===== config.mk =====
export PLATFORM = sky130hd
export DESIGN_NAME = axis_pixel_ingress_flat
export DESIGN_NICKNAME = d
export VERILOG_FILES = /design/src/rtl/axis_pixel_ingress_pkg.sv /design/src/rtl/axis_pixel_ingress_if.sv /design/src/rtl/axis_pixel_ingress_pixel_unpacker.sv /design/src/rtl/axis_pixel_ingress.sv /design/src/flat_wrapper.sv
export SDC_FILE = /design/constraint.sdc
export NUM_CORES = 1
export LEC_CHECK = 0
export CORE_MARGIN = 2
export CORE_UTILIZATION = 44
export DETAILED_ROUTE_END_ITERATION = 12
export GPL_ROUTABILITY_DRIVEN = 0
export PLACE_DENSITY = 0.85
export SLEW_MARGIN = 30
export SYNTH_ARGS = -nofsm -noshare
export SYNTH_HDL_FRONTEND = slang
export SYNTH_SLANG_ARGS = --single-unit

===== constraint.sdc =====
create_clock -name clk -period 1.7 [get_ports clk]
set_input_delay 0.34 -clock clk [delete_from_list [all_inputs] [get_ports clk]]
set_output_delay 0.34 -clock clk [all_outputs]
set_load 0.02 [all_outputs]

===== src/rtl/axis_pixel_ingress_pkg.sv =====
// Shared definitions for the pixel ingress path: FSM state encoding and default
// stream/pixel/frame geometry (28x28 8-bit image fed from a 32-bit AXI4-Stream).
package axis_pixel_ingress_pkg;

    localparam int unsigned DefWidth       = 8;
    localparam int unsigned DefAxisWidth   = 32;
    localparam int unsigned DefFramePixels = 784;

    typedef enum logic [1:0] {
        StAccept = 2'd0,
        StUnpack = 2'd1,
        StDrain  = 2'd2
    } state_e;

endpackage


===== src/rtl/axis_pixel_ingress_if.sv =====
// AXI4-Stream beat channel (no TKEEP/TSTRB; every beat is fully populated).
//   master: drives tdata/tvalid/tlast, samples tready
//   slave : samples tdata/tvalid/tlast, drives tready
interface axis_pixel_ingress_if
    import axis_pixel_ingress_pkg::*;
#(
    parameter int unsigned AXIS_WIDTH = DefAxisWidth
);
    logic [AXIS_WIDTH-1:0] tdata;
    logic                  tvalid;
    logic                  tlast;
    logic                  tready;

    modport master (output tdata, output tvalid, output tlast, input tready);
    modport slave  (input tdata, input tvalid, input tlast, output tready);
endinterface


===== src/rtl/axis_pixel_ingress_pixel_unpacker.sv =====
// Holds one captured stream beat and walks its pixel lanes, lane 0 (LSBs) first.
//   clk, rst   : clock, async active-high reset
//   load       : capture load_data/load_last and restart at lane 0
//   load_data  : beat payload, load_last: beat carried TLAST
//   advance    : current lane consumed, step to the next one
//   pixel      : current lane, driven from the registered beat (stable while stalled)
//   last_lane  : current lane is the final lane of the beat
//   beat_last  : TLAST of the held beat
module pixel_unpacker
    import axis_pixel_ingress_pkg::*;
#(
    parameter int unsigned WIDTH      = DefWidth,
    parameter int unsigned AXIS_WIDTH = DefAxisWidth,
    localparam int unsigned PPB       = AXIS_WIDTH / WIDTH,
    localparam int unsigned LW        = (PPB > 1) ? $clog2(PPB) : 1
) (
    input  logic                  clk,
    input  logic                  rst,
    input  logic                  load,
    input  logic [AXIS_WIDTH-1:0] load_data,
    input  logic                  load_last,
    input  logic                  advance,
    output logic [WIDTH-1:0]      pixel,
    output logic                  last_lane,
    output logic                  beat_last
);
    logic [AXIS_WIDTH-1:0] beat_q;
    logic                  last_q;
    logic [LW-1:0]         lane_q;

    always_ff @(posedge clk or posedge rst) begin
        if (rst) begin
            beat_q <= '0;
            last_q <= 1'b0;
            lane_q <= '0;
        end else if (load) begin
            beat_q <= load_data;
            last_q <= load_last;
            lane_q <= '0;
        end else if (advance && !last_lane) begin
            // Parks on the final lane; only a new load returns to lane 0.
            lane_q <= lane_q + 1'b1;
        end
    end

    assign last_lane = (lane_q == LW'(PPB - 1));
    assign beat_last = last_q;
    assign pixel     = beat_q[int'(lane_q) * WIDTH +: WIDTH];
endmodule


===== src/rtl/axis_pixel_ingress.sv =====
// Feeds the pixel FIFO from the DMA stream: one beat is accepted, then its pixels are
// written one per cycle while the FIFO has room. Frame length is checked against TLAST.
//   clk, rst        : clock, async active-high reset (FIFO shares the same reset)
//   s_axis          : AXI4-Stream slave (tdata/tvalid/tlast in, tready out)
//   o_fifo_w_stb    : FIFO write strobe, o_fifo_w_data: pixel written
//   i_fifo_full     : FIFO full, stalls unpacking without losing pixels
//   o_frame_done    : 1-cycle pulse after a correctly framed image is fully written
//   o_err_early     : sticky, TLAST arrived before FRAME_PIXELS pixels
//   o_err_late      : sticky, FRAME_PIXELS reached without TLAST
//   i_err_clear     : synchronous clear of both sticky flags (a same-cycle set wins)
//   o_pixel_count   : pixels written so far in the current frame
module axis_pixel_ingress
    import axis_pixel_ingress_pkg::*;
#(
    parameter int unsigned WIDTH        = DefWidth,
    parameter int unsigned AXIS_WIDTH   = DefAxisWidth,
    parameter int unsigned FRAME_PIXELS = DefFramePixels,
    localparam int unsigned PPB         = AXIS_WIDTH / WIDTH,
    localparam int unsigned CW          = $clog2(FRAME_PIXELS + 1)
) (
    input  logic                  clk,
    input  logic                  rst,
    axis_pixel_ingress_if.slave   s_axis,
    output logic                  o_fifo_w_stb,
    output logic [WIDTH-1:0]      o_fifo_w_data,
    input  logic                  i_fifo_full,
    output logic                  o_frame_done,
    output logic                  o_err_early,
    output logic                  o_err_late,
    input  logic                  i_err_clear,
    output logic [CW-1:0]         o_pixel_count
);
    if (AXIS_WIDTH % WIDTH != 0) begin : g_bad_width
        $error("AXIS_WIDTH must be a multiple of WIDTH");
    end
    if (FRAME_PIXELS % PPB != 0) begin : g_bad_frame
        $error("FRAME_PIXELS must be a multiple of pixels per beat");
    end

    localparam logic [CW-1:0] FrameMax = CW'(FRAME_PIXELS);

    state_e        state_q, state_d;
    logic [CW-1:0] count_q, count_d, count_n;
    logic          frame_done_q, frame_done_d;
    logic          err_early_q, err_late_q;
    logic          early_set, late_set;
    logic          load, stb, last_lane, beat_last;

    assign load = (state_q == StAccept) && s_axis.tvalid;
    assign stb  = (state_q == StUnpack) && !i_fifo_full;

    pixel_unpacker #(
        .WIDTH      (WIDTH),
        .AXIS_WIDTH (AXIS_WIDTH)
    ) u_unpacker (
        .clk        (clk),
        .rst        (rst),
        .load       (load),
        .load_data  (s_axis.tdata),
        .load_last  (s_axis.tlast),
        .advance    (stb),
        .pixel      (o_fifo_w_data),
        .last_lane  (last_lane),
        .beat_last  (beat_last)
    );

    always_comb begin
        state_d      = state_q;
        count_d      = count_q;
        count_n      = count_q + 1'b1;
        frame_done_d = 1'b0;
        early_set    = 1'b0;
        late_set     = 1'b0;
        unique case (state_q)
            StAccept: begin
                if (s_axis.tvalid) state_d = StUnpack;
            end
            StUnpack: begin
                if (stb) begin
                    count_d = count_n;
                    if (last_lane) begin
                        // Frame length is a whole number of beats, so the limit can
                        // only be hit on a beat boundary.
                        if (count_n == FrameMax) begin
                            count_d = '0;
                            if (beat_last) begin
                                frame_done_d = 1'b1;
                                state_d      = StAccept;
                            end else begin
                                late_set = 1'b1;
                                state_d  = StDrain;
                            end
                        end else begin
                            if (beat_last) begin
                                early_set = 1'b1;
                                count_d   = '0;
                            end
                            state_d = StAccept;
                        end
                    end
                end
            end
            StDrain: begin
                // Discard the remainder of an over-long frame up to its TLAST.
                if (s_axis.tvalid && s_axis.tlast) state_d = StAccept;
            end
            default: state_d = StAccept;
        endcase
    end

    always_ff @(posedge clk or posedge rst) begin
        if (rst) begin
            state_q      <= StAccept;
            count_q      <= '0;
            frame_done_q <= 1'b0;
            err_early_q  <= 1'b0;
            err_late_q   <= 1'b0;
        end else begin
            state_q      <= state_d;
            count_q      <= count_d;
            frame_done_q <= frame_done_d;
            err_early_q  <= early_set | (err_early_q & ~i_err_clear);
            err_late_q   <= late_set | (err_late_q & ~i_err_clear);
        end
    end

    assign s_axis.tready = (state_q != StUnpack);
    assign o_fifo_w_stb  = stb;
    assign o_frame_done  = frame_done_q;
    assign o_err_early   = err_early_q;
    assign o_err_late    = err_late_q;
    assign o_pixel_count = count_q;
endmodule


===== src/flat_wrapper.sv =====
// flat-port wrapper written by rule: the top's interface ports become plain ports
module axis_pixel_ingress_flat import axis_pixel_ingress_pkg::*;
#(
    parameter int unsigned WIDTH        = DefWidth,
    parameter int unsigned AXIS_WIDTH   = DefAxisWidth,
    parameter int unsigned FRAME_PIXELS = DefFramePixels,
    localparam int unsigned PPB         = AXIS_WIDTH / WIDTH,
    localparam int unsigned CW          = $clog2(FRAME_PIXELS + 1)
)
  (clk, rst, o_fifo_w_stb, o_fifo_w_data, i_fifo_full, o_frame_done, o_err_early, o_err_late, i_err_clear, o_pixel_count, s_axis_tdata, s_axis_tvalid, s_axis_tlast, s_axis_tready);
  axis_pixel_ingress_if #(.AXIS_WIDTH(AXIS_WIDTH)) s_axis_i ();
  input  logic clk;
  input  logic rst;
  output logic o_fifo_w_stb;
  output logic [WIDTH-1:0] o_fifo_w_data;
  input  logic i_fifo_full;
  output logic o_frame_done;
  output logic o_err_early;
  output logic o_err_late;
  input  logic i_err_clear;
  output logic [CW-1:0] o_pixel_count;
  input wire logic [$bits(s_axis_i.tdata)-1:0] s_axis_tdata;
  input wire logic [$bits(s_axis_i.tvalid)-1:0] s_axis_tvalid;
  input wire logic [$bits(s_axis_i.tlast)-1:0] s_axis_tlast;
  output wire logic [$bits(s_axis_i.tready)-1:0] s_axis_tready;
  assign s_axis_i.tdata = s_axis_tdata;
  assign s_axis_i.tvalid = s_axis_tvalid;
  assign s_axis_i.tlast = s_axis_tlast;
  assign s_axis_tready = s_axis_i.tready;
  axis_pixel_ingress #(.WIDTH(WIDTH), .AXIS_WIDTH(AXIS_WIDTH), .FRAME_PIXELS(FRAME_PIXELS)) u_core (.clk(clk), .rst(rst), .s_axis(s_axis_i), .o_fifo_w_stb(o_fifo_w_stb), .o_fifo_w_data(o_fifo_w_data), .i_fifo_full(i_fifo_full), .o_frame_done(o_frame_done), .o_err_early(o_err_early), .o_err_late(o_err_late), .i_err_clear(i_err_clear), .o_pixel_count(o_pixel_count));
endmodule

==> results <==
==> path summary, 6_finish.rpt <==
path                                                to  slack, ns  depth (start not counted)
hold / removal             u_core.u_unpacker.beat_q[4]       0.40                          3
max in group asynchronous  u_core.u_unpacker.lane_q[1]       1.06                          3
min in group clk                     u_core.o_err_late       0.51                          2
hold reg to reg                      u_core.o_err_late       0.51                          2
setup / recovery               u_core.o_pixel_count[0]      -0.17                          7
setup reg to reg               u_core.o_pixel_count[0]      -0.17                          7
==> cell usage after synthesis (all sizes together) (2+ instances only) <==
cell type  count
a21oi          4
nand2          6
and3           2
nand4          2
inv            4
nand3          2
mux2          33
a41oi          2
nor3b          3
nand2b         6
o21ai          3
xor2           6
o41ai          2
and4           2
nor4           2
dfrtp         50
nor2           8
nor3           7
and2           2
mux4           8
buf            7
mux2i          2
ha             3
xnor2          5
==> state kept, by name, indices dropped and copies added, names as in the netlist <==
name / count
u_core.state_q: 2
u_core.u_unpacker.beat_last: 1
u_core.o_err_early: 1
u_core.u_unpacker.beat_q: 32
u_core.o_err_late: 1
u_core.u_unpacker.lane_q: 2
u_core.o_pixel_count: 10
u_core.o_frame_done: 1
==> stage by stage <==
| step | setup slack, ns | std cells |
|---|---|---|
| 6_report | -0.167 | 345 |
| 5_1_grt | -0.217 | 345 |
| 4_1_cts | -0.178 | 341 |
| 3_5_place_dp | -0.309 | 331 |
| 3_3_place_gp | -0.305 | 331 |
| 2_1_floorplan | -0.0735 | 180 |
==> cells by family (layout without fill, tap and decap cells) <==
group,Yosys count,in the layout,synth area share [%]
DFF,50,50,52.0
buffers and inverters,12,107,2.24
adders and majority gates,3,3,1.56
and+or+nand+nor,46,46,11.5
xor gates and xnor gates,11,11,4.01
muxes,43,43,23.8
AOI/OAI and AO/OA,15,15,4.89
==> power groups by stage <==
| stage | Clock, mW | Sequential (mW) | Combinational, mW |
|---|---|---|---|
| 5_1_grt | 1.08 | 2.15 | 3.32 |
| 6_report | 1.01 | 2.09 | 3.10 |
| 4_1_cts | 1.03 | 2.08 | 2.82 |
| 3_3_place_gp | 0 | 2.06 | 2.74 |
| 2_1_floorplan | 0 | 2.05 | 1.58 |
| 3_5_place_dp | 0 | 2.10 | 2.81 |
==> timing repair <==
item	CTS	global route
hold buffers	0	0
gates resized for setup	63	33
buffers inserted	2	5
endpoints found under the setup margin	27	18
pin swaps	1	9
==> tightest hold or removal path: stages <==
cell and delay (ns):
clkdlybuf4s50_1 0.41, inv_2 0.07, buf_12 0.26
==> metal layers <==
layer / routed length (um) / GRT usage [%] / part of all wire [%]
met2: 2960 / 31.6 / 52
met1: 2290 / 22.9 / 41
met5: 0 / 0 / 0
met4: 53 / 4.74 / 0.94
met3: 352 / 5.47 / 6.2
==> area by class of cell <==
type	count	share of cell area [%]
clock buffers	6	2.24
inverters	4	0.408
repair buffers	95	24.8
multi-input cells	118	34.4
flip-flops and latches	50	34.1
clock inverters	2	1.63
well taps	70	2.38
==> summary.md <==
| Metric | Value |
|---|---|
| Seq cells post-synth | `50` |
| Antenna violations before repair | `0` |
| Die Height | `77.9 um` |
| Max-slew violation count | `0` |
| Clock power frac | `16.3%` |
| CP cell instances | `buf_6 -> ha_4 -> buf_6 -> a21oi_4 -> a41oi_4 -> or2_4 -> o41a_1` |
| Fin area | `0.00368 mm2` |
| CP startpoint | `u_core.o_pixel_count[0]` |
| Netlist cell types | `36` |
| Area Overhead vs Synth | `53.1%` |
| RSZ-0062 raised after global routing | `yes` |
| Synth area leader | `dfrtp_1` |
| Cell family with most CP delay | `compound AO/OA/AOI/OAI gates` |
| Most common cell after layout, fill and taps aside | `dfrtp_1` |
| Fillers | `378` |
| Wire per inst | `16.4 um` |
| Crit path time final | `1.87 ns` |
| Yosys top cell area share | `52.0%` |
| Synth top area cells | `dfrtp_1 (52%), mux2_2 (15%), mux4_2 (7.5%), xor2_1 (2.2%), xnor2_1 (1.8%)` |
| Ys async rst share | `100%` |
| Initial Utilization | `46.2%` |
| Max Freq | `536 MHz` |
| Setup crit end kind | `flop` |
| Total CTS buffers | `5` |
| Clock Pin Slew Worst Setup and Hold Paths | `0.09 ns` |
| Fin crit share | `110%` |
| Violated checks | `negative setup slack` |
| Fin Setup TNS | `-1.65 ns` |
| CP Launch Type | `flop` |
| Clock root buffer | `clkbuf_8` |
| Setup Skew | `0.00329 ns` |
| First-pass GRT wire length | `8800 um` |
| Via count | `1814` |
| Switch share | `33.4%` |
| # port buffers | `60` |
| FF+latch area | `0.00126 mm2` |
| Post-DP HPWL | `3680 um` |
| Site Rows | `26` |
| Syn. warnings | `0` |
| Final nets | `315` |
| Syn_nets | `221` |
| Seq pwr share | `33.7%` |
| Vias per cell | `5.26` |
| Slew HR | `79.3%` |
| Clock latency on the worst-skew pair | `0.29 ns` |
| CP arrival | `2.04 ns` |
| Routed wire length | `5650 um` |
| Drt drc | `0` |
| Area of the multi-input gates | `0.00127 mm2` |
| Mapped cell area | `0.00240 mm2` |
| Cell mode on critical path | `buf_6` |
| P_sw | `2.07 mW` |
| Avg Cell Area, Syn | `13.4 um2` |
| Max Cap Violations | `0` |
| EDFF count, synth | `0` |
| Leak | `1.57 nW` |
| Crit path max-delay cell type | `dfrtp_2` |
| Hold WS | `0.399 ns` |
| Die area | `0.00607 mm2` |
| Max clock buf depth | `2` |
| Largest net degree at the start of global routing | `51` |
| Design Power | `6.19 mW` |
| Sequential share of the synthesized area | `52.0%` |
| Top_reg_cell synth | `dfrtp_1` |
| Gate power share | `50.0%` |
| CTS sink count | `50` |
| CP Class | `flop to flop` |
| First-pass DRT Iterations | `4` |
| Vias in the first global route | `1819` |
| Finished Core Util | `70.7%` |
| Cell internal pwr | `4.12 mW` |
| Layout cell share with drive strength beyond 1 | `45.1%` |
| Ports | `61` |
| Outcome | `finished, violations left` |
| 1st-iter DRT viols | `73` |
| Hold Crit Class | `primary input to asynchronous set/reset pin` |
| Dpl cell area | `0.00333 mm2` |
| CP Max Fanout | `4` |
| Worst r2r src | `u_core.o_pixel_count[0]` |
| Final hold vios | `0` |
| # diodes | `0` |
| Tot GR Track Use | `18.5%` |
| CTS tree | `yes` |
| Crit path required time | `1.88 ns` |
| Post-Synthesis Cells | `180` |
| Final setup fails | `15` |
| Tightest Pin Transition | `0.310 ns` |
| Htree depth | `2` |
| Worst VDD drop | `1080 uV` |
| Grt ovf | `0` |
| Die Wd | `77.9 um` |
| CP bufs+invs | `2` |
| Most frequent cells in the layout | `dfrtp_1 (46), clkdlybuf4s50_1 (40), mux2_2 (33), buf_4 (26), buf_6 (13)` |
| Antenna viol nets, final | `0` |
| Final setup margin | `-0.167 ns` |
| Pwr dens | `1680 mW/mm2` |
| Placeable Area | `0.00520 mm2` |
| Max stage delay on crit path | `0.45 ns` |
Power figures use the tool's default switching activity.
